<file path="src/rtl/mtx_sched_pkg.sv">
// Shared types and default widths for the multi-tone phase scheduler.
package mtx_sched_pkg;

    localparam int DEF_PHASE_WIDTH  = 24;
    localparam int DEF_NSIG_WIDTH   = 24;
    localparam int DEF_NSYMB_WIDTH  = 16;
    localparam int DEF_TX_SYNC_BITS = 5;

    // tdata carries {phase2, phase1}
    localparam int DEF_TDATA_WIDTH  = 2 * DEF_PHASE_WIDTH;

    typedef enum logic [1:0] {
        IDLE  = 2'd0,
        RUN   = 2'd1,
        DRAIN = 2'd2
    } sched_state_e;

endpackage

</file>
<file path="src/rtl/mtx_phase_acc.sv">
// One phase channel: tracks the current symbol's start phase and increment
// and steps the running phase per sample and per symbol, using adders only.
module mtx_phase_acc #(
    parameter int WIDTH = 24
) (
    input  logic             clk,
    input  logic             resetn,
    input  logic             load,         // capture a new configuration
    input  logic             reload,       // restart a frame from the captured configuration
    input  logic             sample_step,  // next sample within the symbol
    input  logic             symbol_step,  // first sample of the next symbol
    input  logic [WIDTH-1:0] init_phase,
    input  logic [WIDTH-1:0] init_inc,
    input  logic [WIDTH-1:0] inc_step,
    input  logic [WIDTH-1:0] start_step,
    output logic [WIDTH-1:0] phase
);

    logic [WIDTH-1:0] base_phase, base_inc, inc_step_q, start_step_q;
    logic [WIDTH-1:0] sym_start, sym_inc, phase_q;
    logic [WIDTH-1:0] next_start;

    assign next_start = sym_start - start_step_q;
    assign phase      = phase_q;

    // Shadow configuration plus the per-symbol and per-sample phase state.
    always_ff @(posedge clk or negedge resetn) begin
        if (!resetn) begin
            // NOTE: shadow config registers are reset as well, so tdata is never X after reset.
            base_phase   <= '0;
            base_inc     <= '0;
            inc_step_q   <= '0;
            start_step_q <= '0;
            sym_start    <= '0;
            sym_inc      <= '0;
            phase_q      <= '0;
        end else if (load) begin
            // NOTE: non-blocking assignments, so every register here sees pre-edge values.
            base_phase   <= init_phase;
            base_inc     <= init_inc;
            inc_step_q   <= inc_step;
            start_step_q <= start_step;
            sym_start    <= init_phase;
            sym_inc      <= init_inc;
            phase_q      <= init_phase;
        end else if (reload) begin
            sym_start <= base_phase;
            sym_inc   <= base_inc;
            phase_q   <= base_phase;
        end else if (symbol_step) begin
            sym_start <= next_start;
            sym_inc   <= sym_inc + inc_step_q;
            phase_q   <= next_start;
        end else if (sample_step) begin
            phase_q <= phase_q + sym_inc;
        end
    end

endmodule

</file>
<file path="src/rtl/mtx_phase_sched.sv">
// Frame scheduler for the two-tone DDS pair: emits NSYMB x NSIG phase-pair
// beats on an AXI-stream with backpressure, under start/stop control.
// Optional macro MTX_SCHED_CONT_EN adds a 'cont' input for back-to-back frames.
module mtx_phase_sched
    import mtx_sched_pkg::*;
#(
    parameter int PHASE_WIDTH  = DEF_PHASE_WIDTH,
    parameter int NSIG_WIDTH   = DEF_NSIG_WIDTH,
    parameter int NSYMB_WIDTH  = DEF_NSYMB_WIDTH,
    parameter int TX_SYNC_BITS = DEF_TX_SYNC_BITS
) (
    input  logic                     clk,
    input  logic                     resetn,
    input  logic                     start,
    input  logic                     stop,
`ifdef MTX_SCHED_CONT_EN
    input  logic                     cont,
`endif
    input  logic [NSIG_WIDTH-1:0]    cfg_nsig,
    input  logic [NSYMB_WIDTH-1:0]   cfg_nsymb,
    input  logic [PHASE_WIDTH-1:0]   cfg_start_ph,
    input  logic [PHASE_WIDTH-1:0]   cfg_start_inc,
    input  logic [PHASE_WIDTH-1:0]   cfg_dph_inc,
    input  logic [PHASE_WIDTH-1:0]   cfg_freq_shift,
    input  logic [PHASE_WIDTH-1:0]   cfg_nph_shift,
    output logic [2*PHASE_WIDTH-1:0] m_phase_tdata,
    output logic                     m_phase_tvalid,
    input  logic                     m_phase_tready,
    output logic                     m_phase_tlast,
    output logic                     m_phase_tuser,
    output logic                     busy,
    output logic                     done,
    output logic                     cfg_err,
    output logic                     sync_ready,
    output logic [NSYMB_WIDTH-1:0]   symb_idx
);

    sched_state_e            state_q, state_d;
    logic [NSIG_WIDTH-1:0]   nsig_q, samp_cnt;
    logic [NSYMB_WIDTH-1:0]  nsymb_q, symb_cnt;
    logic [TX_SYNC_BITS-1:0] frame_cnt;
    logic                    stop_seen;
    logic                    cfg_ok, fire, last_sample, last_symb, cont_go;
    logic                    load, reload, sample_step, symbol_step;
    logic [PHASE_WIDTH-1:0]  phase1, phase2, tone2_inc;

    assign cfg_ok      = (cfg_nsig != '0) && (cfg_nsymb != '0);
    assign fire        = m_phase_tvalid && m_phase_tready;
    assign last_sample = (samp_cnt == nsig_q - NSIG_WIDTH'(1));
    assign last_symb   = (symb_cnt == nsymb_q - NSYMB_WIDTH'(1));
    assign tone2_inc   = cfg_start_inc + cfg_freq_shift;

`ifdef MTX_SCHED_CONT_EN
    // Restart only if no stop is pending or arriving on the final beat.
    assign cont_go = cont && !stop_seen && !stop;
`else
    assign cont_go = 1'b0;
`endif

    assign m_phase_tvalid = (state_q == RUN);
    assign m_phase_tuser  = m_phase_tvalid && (samp_cnt == '0);
    assign m_phase_tlast  = m_phase_tvalid && last_sample && (last_symb || stop_seen);
    assign m_phase_tdata  = {phase2, phase1};
    assign busy           = (state_q == RUN) || (state_q == DRAIN);
    assign sync_ready     = &frame_cnt;
    assign symb_idx       = symb_cnt;

    // State register.
    always_ff @(posedge clk or negedge resetn) begin
        if (!resetn) state_q <= IDLE;
        else         state_q <= state_d;
    end

    // Next state and per-cycle datapath controls.
    always_comb begin
        // NOTE: every output gets a default first, so no path can infer a latch.
        state_d     = state_q;
        load        = 1'b0;
        reload      = 1'b0;
        sample_step = 1'b0;
        symbol_step = 1'b0;
        case (state_q)
            IDLE: begin
                if (start && cfg_ok) begin
                    load    = 1'b1;
                    state_d = RUN;
                end
            end
            RUN: begin
                if (fire) begin
                    if (m_phase_tlast) begin
                        if (cont_go) reload  = 1'b1;
                        else         state_d = DRAIN;
                    end else if (last_sample) begin
                        symbol_step = 1'b1;
                    end else begin
                        sample_step = 1'b1;
                    end
                end
            end
            DRAIN:   state_d = IDLE;
            default: state_d = IDLE;
        endcase
    end

    // Frame shadow sizes, counters, sticky stop and status pulses.
    always_ff @(posedge clk or negedge resetn) begin
        if (!resetn) begin
            nsig_q    <= '0;
            nsymb_q   <= '0;
            samp_cnt  <= '0;
            symb_cnt  <= '0;
            frame_cnt <= '1;
            stop_seen <= 1'b0;
            cfg_err   <= 1'b0;
            done      <= 1'b0;
        end else begin
            cfg_err <= (state_q == IDLE) && start && !cfg_ok;
            done    <= fire && m_phase_tlast;
            if (load) begin
                nsig_q    <= cfg_nsig;
                nsymb_q   <= cfg_nsymb;
                samp_cnt  <= '0;
                symb_cnt  <= '0;
                stop_seen <= 1'b0;
                frame_cnt <= frame_cnt + TX_SYNC_BITS'(1);
            end else if (reload) begin
                samp_cnt  <= '0;
                symb_cnt  <= '0;
                stop_seen <= 1'b0;
                frame_cnt <= frame_cnt + TX_SYNC_BITS'(1);
            end else begin
                if ((state_q == RUN) && stop) stop_seen <= 1'b1;
                if (symbol_step) begin
                    samp_cnt <= '0;
                    symb_cnt <= symb_cnt + NSYMB_WIDTH'(1);
                end else if (sample_step) begin
                    samp_cnt <= samp_cnt + NSIG_WIDTH'(1);
                end
            end
        end
    end

    // Tone 1: full start-phase / increment sequence.
    mtx_phase_acc #(.WIDTH(PHASE_WIDTH)) u_tone1 (
        .clk         (clk),
        .resetn      (resetn),
        .load        (load),
        .reload      (reload),
        .sample_step (sample_step),
        .symbol_step (symbol_step),
        .init_phase  (cfg_start_ph),
        .init_inc    (cfg_start_inc),
        .inc_step    (cfg_dph_inc),
        .start_step  (cfg_nph_shift),
        .phase       (phase1)
    );

    // Tone 2: every symbol starts at phase 0, increment offset by freq_shift.
    mtx_phase_acc #(.WIDTH(PHASE_WIDTH)) u_tone2 (
        .clk         (clk),
        .resetn      (resetn),
        .load        (load),
        .reload      (reload),
        .sample_step (sample_step),
        .symbol_step (symbol_step),
        .init_phase  ('0),
        .init_inc    (tone2_inc),
        .inc_step    (cfg_dph_inc),
        .start_step  ('0),
        .phase       (phase2)
    );

endmodule
</file>
<file path="config.mk">
export PLATFORM = sky130hd
export DESIGN_NAME = mtx_phase_sched
export DESIGN_NICKNAME = d
export VERILOG_FILES = /design/src/rtl/mtx_sched_pkg.sv /design/src/rtl/mtx_phase_acc.sv /design/src/rtl/mtx_phase_sched.sv
export SDC_FILE = /design/constraint.sdc
export NUM_CORES = 1
export LEC_CHECK = 0
export ABC_AREA = 1
export BUFFER_PORTS_ARGS = -buffer_cell sky130_fd_sc_hd__buf_2
export CAP_MARGIN = 15
export CORE_AREA = 2 2 195 197
export DETAILED_ROUTE_END_ITERATION = 10
export DIE_AREA = 0 0 197 199
export HOLD_SLACK_MARGIN = 0.1
export PLACE_DENSITY = 0.75
export REMOVE_ABC_BUFFERS = 1
export SKIP_CTS_REPAIR_TIMING = 1
export SYNTH_ARGS = -nofsm -noshare
export SYNTH_HDL_FRONTEND = slang
export SYNTH_SLANG_ARGS = --single-unit
</file>
<file path="constraint.sdc">
create_clock -name clk -period 2.9 [get_ports clk]
set_input_delay 0.58 -clock clk [delete_from_list [all_inputs] [get_ports clk]]
set_output_delay 0.58 -clock clk [all_outputs]
set_load 0.01 [all_outputs]
</file>
* Word level (Yosys, flattened, before mapping) *
Cells that the tools add are included.

storage, ports and cells
  flip-flop bits (word level) = 282
  input bits = 165
  output and inout port bits = 71
  logic and storage cells = 94

cells by class
  $add $sub $neg = 11
  equal/unequal tests = 8
  muxes and demuxes = 35
  reductions and logical operators = 23

operators by type and width
  kind                   number
  $mux 24                16
  $add 24x24->24         5
  $mux 16                2
  $add 24x1->24 const B  1
  $eq 24x24->1           1
  $logic_not 24->1       1
  $reduce_bool 24->1     1
  $sub 24x1->24 const B  1
  $sub 24x24->24         1
  $add 16x1->16 const B  1
  $eq 16x16->1           1
  $reduce_bool 16->1     1
  $sub 16x1->16 const B  1
  $mux 1                 12
  $logic_and 1x1->1      10
  $mux 2                 3
  $add 5x1->5 const B    1
  $mux 5                 1
  $reduce_and 5->1       1
  $ne 2x1->1 const B     2
  $ne 2x2->1 const B     2
  $pmux 2 s2             1
  $reduce_bool 2->1      2
  $reduce_and 3->1       1
  other kinds (7)        8

* Depth between registers and ports, before layout *
  depth after elaboration = 10
  mapped depth = 23
  mapped depth without buffers = 23

* By module *
From an unflattened synthesis, not the netlist that was laid out.

unflattened totals
  cells, all modules = 4782
  area total of the unflattened synthesis = 31814.3 sq um

by module, submodules not included
  module                   times used  cells an instance  area each (sq um)  seq. area each (sq um)
  mtx_phase_acc (u_tone1)  1           1829               12076.6            4204.0
  mtx_phase_acc (u_tone2)  1           1787               11882.6            4204.0
  mtx_phase_sched          1           1166               7855.0             2258.4

* Worst setup path before layout *
OpenSTA, ideal clock, no wires.

  path type = register -> register
  start point = register u_tone1.start_step_q[0]
  end point = register u_tone1.phase_q[18] (netlist: u_tone1.phase[18])
  library setup time = 0.117 ns
  data arrival time = 2.418 ns
  data required time = 2.783 ns
  path slack = 0.365 ns
  stages on the path, launching flop included = 12
  path buffers = 0
  clock period less this slack = 2.535 ns
  cell sequence = dfrtp_1 > ha_1 > fa_1 > o211ai_1 > a21boi_0 > o21ai_0 > a21boi_0 > or2_2 > nand4_1 > nand2_1 > nor2_1 > nor2_1

between the ends
  cells in the longest elaborated chain, start to end = 3

RTL lines
  what                    RTL line             RTL
  from (decl)             mtx_phase_acc.sv:19  logic [WIDTH-1:0] base_phase, base_inc, inc_step_q, start_step_q;
  from (signal assigned)  mtx_phase_acc.sv:42  start_step_q <= start_step;
  $sub 24x24->24          mtx_phase_acc.sv:23  assign next_start = sym_start - start_step_q;
  $mux 24                 mtx_phase_acc.sv:50  end else if (symbol_step) begin
  $mux 24                 mtx_phase_acc.sv:37  end else if (load) begin
  to (signal assigned)    mtx_phase_acc.sv:49  phase_q <= base_phase;
  to (signal assigned)    mtx_phase_acc.sv:53  phase_q <= next_start;
  to (signal assigned)    mtx_phase_acc.sv:55  phase_q <= phase_q + sym_inc;
  to (decl)               mtx_phase_acc.sv:20  logic [WIDTH-1:0] sym_start, sym_inc, phase_q;

Every way passes these cells.
A chain may end at the register's enable or synchronous reset.

* Worst setup path after layout *
  start point = register nsig_q[1]
  end point = output m_phase_tlast

between the ends
  cells in the longest elaborated chain, start to end = 4

RTL lines
  what                            RTL line                RTL
  from (decl)                     mtx_phase_sched.sv:39   logic [NSIG_WIDTH-1:0] nsig_q, samp_cnt;
  from (signal assigned)          mtx_phase_sched.sv:121  nsig_q <= cfg_nsig;
  $sub 24x1->24                   mtx_phase_sched.sv:49   assign last_sample = (samp_cnt == nsig_q - NSIG_WIDTH'(1));
  $eq 24x24->1                    mtx_phase_sched.sv:49
  $logic_and 1x1->1 (2 in a row)  mtx_phase_sched.sv:62   assign m_phase_tlast = m_phase_tvalid && last_sample && (last_symb || stop_seen);
  to (decl)                       mtx_phase_sched.sv:29   output logic m_phase_tlast,

Every way passes these cells.

==> qor.txt <==
status: finished with violations
failing checks: negative setup slack
RD Place Congestion: 1.03
initial antenna violation count: 1
max frequency: 301 MHz
Core Util, Final: 0.696
I/O pin count: 236
count leader, synth: nand2_1
met1 WL: 30100 um
worst hold path type: primary input to flop
Max FO, Critical Path: 7
worst-margin pin slew: 0.857 ns
VDD IR max: 867 uV
global-route wire length before repair: 100000 um
routed wire length: 68800 um
Final ANT Viol Nets: 0
CTS Buffer Depth: 3
Iter 0 DRT Violations: 1568
Site Rows: 71
Pwr Total: 32.8 mW
DRC: 0
FF-to-FF End: u_tone2.phase[3]
TritonRoute pass-1 iters: 6
all-layer global routing usage: 0.320
WL per Instance: 18.4 um
vias in the first global route: 19600
hold path cells: 3
Min Hold Slack: 0.220 ns
Final Hold Viols: 0
register area share after synthesis: 0.319
Final setup violation count: 161
root buffer cell: clkbuf_16
ys async rst share: 1.00
Slew Limit Fails: 0
Cells after Synth: 2898
Port Buf Inserts: 235
dpl ws: -0.0421 ns
Clock Skew: 0.0250 ns
total global routing overflow: 0
Hold Path Sink: u_tone1.start_step_q[0]
Core ar.: 0.0371 sq mm
Reg2Reg Depth: 24
Area Growth Syn to Fin: 27.5%
Worst path top cell family by delay: simple AND/OR/NAND/NOR gates
leading register cell type out of synthesis: dfrtp_1
final worst path period share: 1.14
die height: 199 um
vias per cell: 5.69
TritonCTS buffer count: 34
post-synthesis cell area: 0.0203 sq mm
max-cap violations: 0
RSZ-0062 raised after global routing: true
warnings from Yosys: 0
met3 wire len: 5030 um
Final nets: 3551
P per Cell Area: 1270 mW/mm^2
die area: 0.0392 sq mm
Max-slew headroom: 0.429
via count: 21200
CTS tree: built
Reg2Reg Launch Point: nsig_q[1]
R2R setup slack: -0.42 ns
most common library cells after synthesis: 834 x nand2_1, 293 x nor2_1, 269 x inv_1, 253 x dfrtp_1, 224 x o21ai_0
Top Metal Used: met5
critical path start-end classification: flop to output port
H-tree Lvls: 2
Die W: 197 um
syn avg cell area: 6.99 sq um
routed wl met2: 31600 um
#FFs+latches synth: 258
CP arrival: 2.74 ns
largest net degree at the start of global routing: 79
Distinct cells, synth: 54
most used cell, CP: nand2_1
DP Area: 0.0224 sq mm
Layout fillers: 3144
fin worst setup slack: -0.420 ns
top cell type by total area after synthesis: dfrtp_1
WP buf/inv: 3
main area contributors after synthesis: dfrtp_1 31%, nand2_1 15%, ha_1 9.1%
Clock Latency Late Sink: 0.56 ns
hold_sp: cfg_nph_shift[0]
slowest stage delay, CP: 0.41 ns
final HPWL from detailed placement: 48600 um
Worst Setup End Kind: output port
area fraction of the dominant cell type after synthesis: 0.312
number of synthesized flops with an enable pin: 0
share of layout cells above drive strength 1: 0.216
fin area: 0.0258 sq mm
leakage power: 12.9 nW
TritonCTS Sinks: 258
clk slew on worst S/H paths: 0.06 ns
initial core utilization: 0.546
startpoint types: flop
minimum clock period: 3.32 ns
worst path required time: 2.32 ns
cell chain of the critical path: inv_2 -> ha_4 -> nand2_4 -> nor2_4 -> nand2_1 -> nand2_1 -> nand2_1 -> nor2_1 -> nand2_1 -> nor2_2 -> inv_1 -> nor2_1 -> nand3_2 -> nor3_2 -> buf_2
Max stage delay cell, worst path: dfrtp_1
final cells by class:
class | count | area, sq um | share of cell area
Multi-Input combinational cell | 2294 | 13600 | 0.527
Sequential cell | 258 | 6470 | 0.250
Timing Repair Buffer | 371 | 3040 | 0.117
Inverter | 273 | 1060 | 0.0409
Clock buffer | 43 | 926 | 0.0358
Tap cell | 474 | 593 | 0.0229
Clock inverter | 19 | 153 | 0.00591
Antenna cell | 2 | 5.00 | 0.000194
cell families (layout without fill, tap and decap cells):
logic type,count (synthesis),count (layout),synth area share
mux,2,2,0.00111
flops,258,258,0.319
other cells,0,2,0
simple gates,1436,1436,0.296
fa+ha+maj,154,154,0.0973
xor+xnor,181,181,0.0786
buf+inv,346,706,0.0687
compound gates,521,521,0.140
layout by cell type, fill, tap and decap left out, types with 23 or more instances in the layout:
cell type  count
o21ai_1       33
nand2_2       40
nand2_1      751
nand3_1      131
o21ai_0      176
nor3_1        40
o21ai_2       32
inv_1        264
nor2_1       239
buf_2        234
xnor2_1       66
nand2_4       46
nor2_2        35
nor2_4        33
clkbuf_16     54
buf_4         57
nand4_1       41
xor2_1       108
dfrtp_1      250
buf_6         23
a21oi_1      164
ha_1         146
buf_12        25
how the worst max path moves through the flow:
stage	depth (start not counted)	startpoint	endpoint	slack [ns]
2_1_floorplan	11	cfg_nsig[15]	symb_idx[15]	-11.21
3_3_place_gp	14	nsig_q[0]	m_phase_tlast	-0.02
3_5_place_dp	17	nsig_q[0]	symb_idx[5]	-0.04
4_1_cts	14	nsig_q[0]	m_phase_tlast	-0.63
5_1_grt	14	nsig_q[1]	m_phase_tlast	-0.58
6_report	15	nsig_q[1]	m_phase_tlast	-0.42
per-layer routing:
layer	vias up	GRT usage
met4	2	0.103
met2	846	0.528
met3	138	0.0487
met5	-	0
li1	10300	-
met1	10000	0.431
metrics by stage:
stage | std cells | TNS (ns)
after floorplan | 2825 | -2300.34
after global placement | 3599 | -0.0186
after detailed placement | 3599 | -0.117
after CTS | 3661 | -1.20
after global routing | 3732 | -73.25
final | 3734 | -47.47
sequential cells by signal (all words and copies together) (netlist names):
signal and flops:
u_tone1.sym_start 24, nsig_q 24, u_tone1.sym_inc 24, done 1
u_tone2.sym_inc 24, samp_cnt 24, symb_idx 16, state_q 2
nsymb_q 16, u_tone2.inc_step_q 24, u_tone2.phase 24, u_tone1.start_step_q 24
u_tone1.phase 24, stop_seen 1, frame_cnt 5, cfg_err 1
where the power goes:
| part | switching (mW) | internal, mW | total [mW] |
|---|---|---|---|
| Clock | 1.79 | 2.37 | 4.16 |
| Combinational | 13.2 | 8.66 | 21.8 |
| Sequential | 1.68 | 5.09 | 6.77 |
worst reg2reg max path, cell delays in order, from the launching register on:
cell	delay [ns]
dfrtp_1	0.41
inv_2	0.09
ha_4	0.16
nand2_4	0.08
nor2_4	0.23
buf_6	0.14
buf_6	0.08
buf_6	0.08
buf_6	0.08
buf_6	0.08
buf_6	0.09
nand2_4	0.06
xnor2_4	0.21
nand2_1	0.07
nor2_1	0.09
nand2_1	0.07
nor2_2	0.15
nand3_4	0.13
inv_2	0.10
nand2_4	0.09
nand3_4	0.22
clkinv_8	0.16
clkbuf_16	0.22
nand2_4	0.05
o21ai_1	0.06
Note: power is estimated with default switching activity, not from simulation.
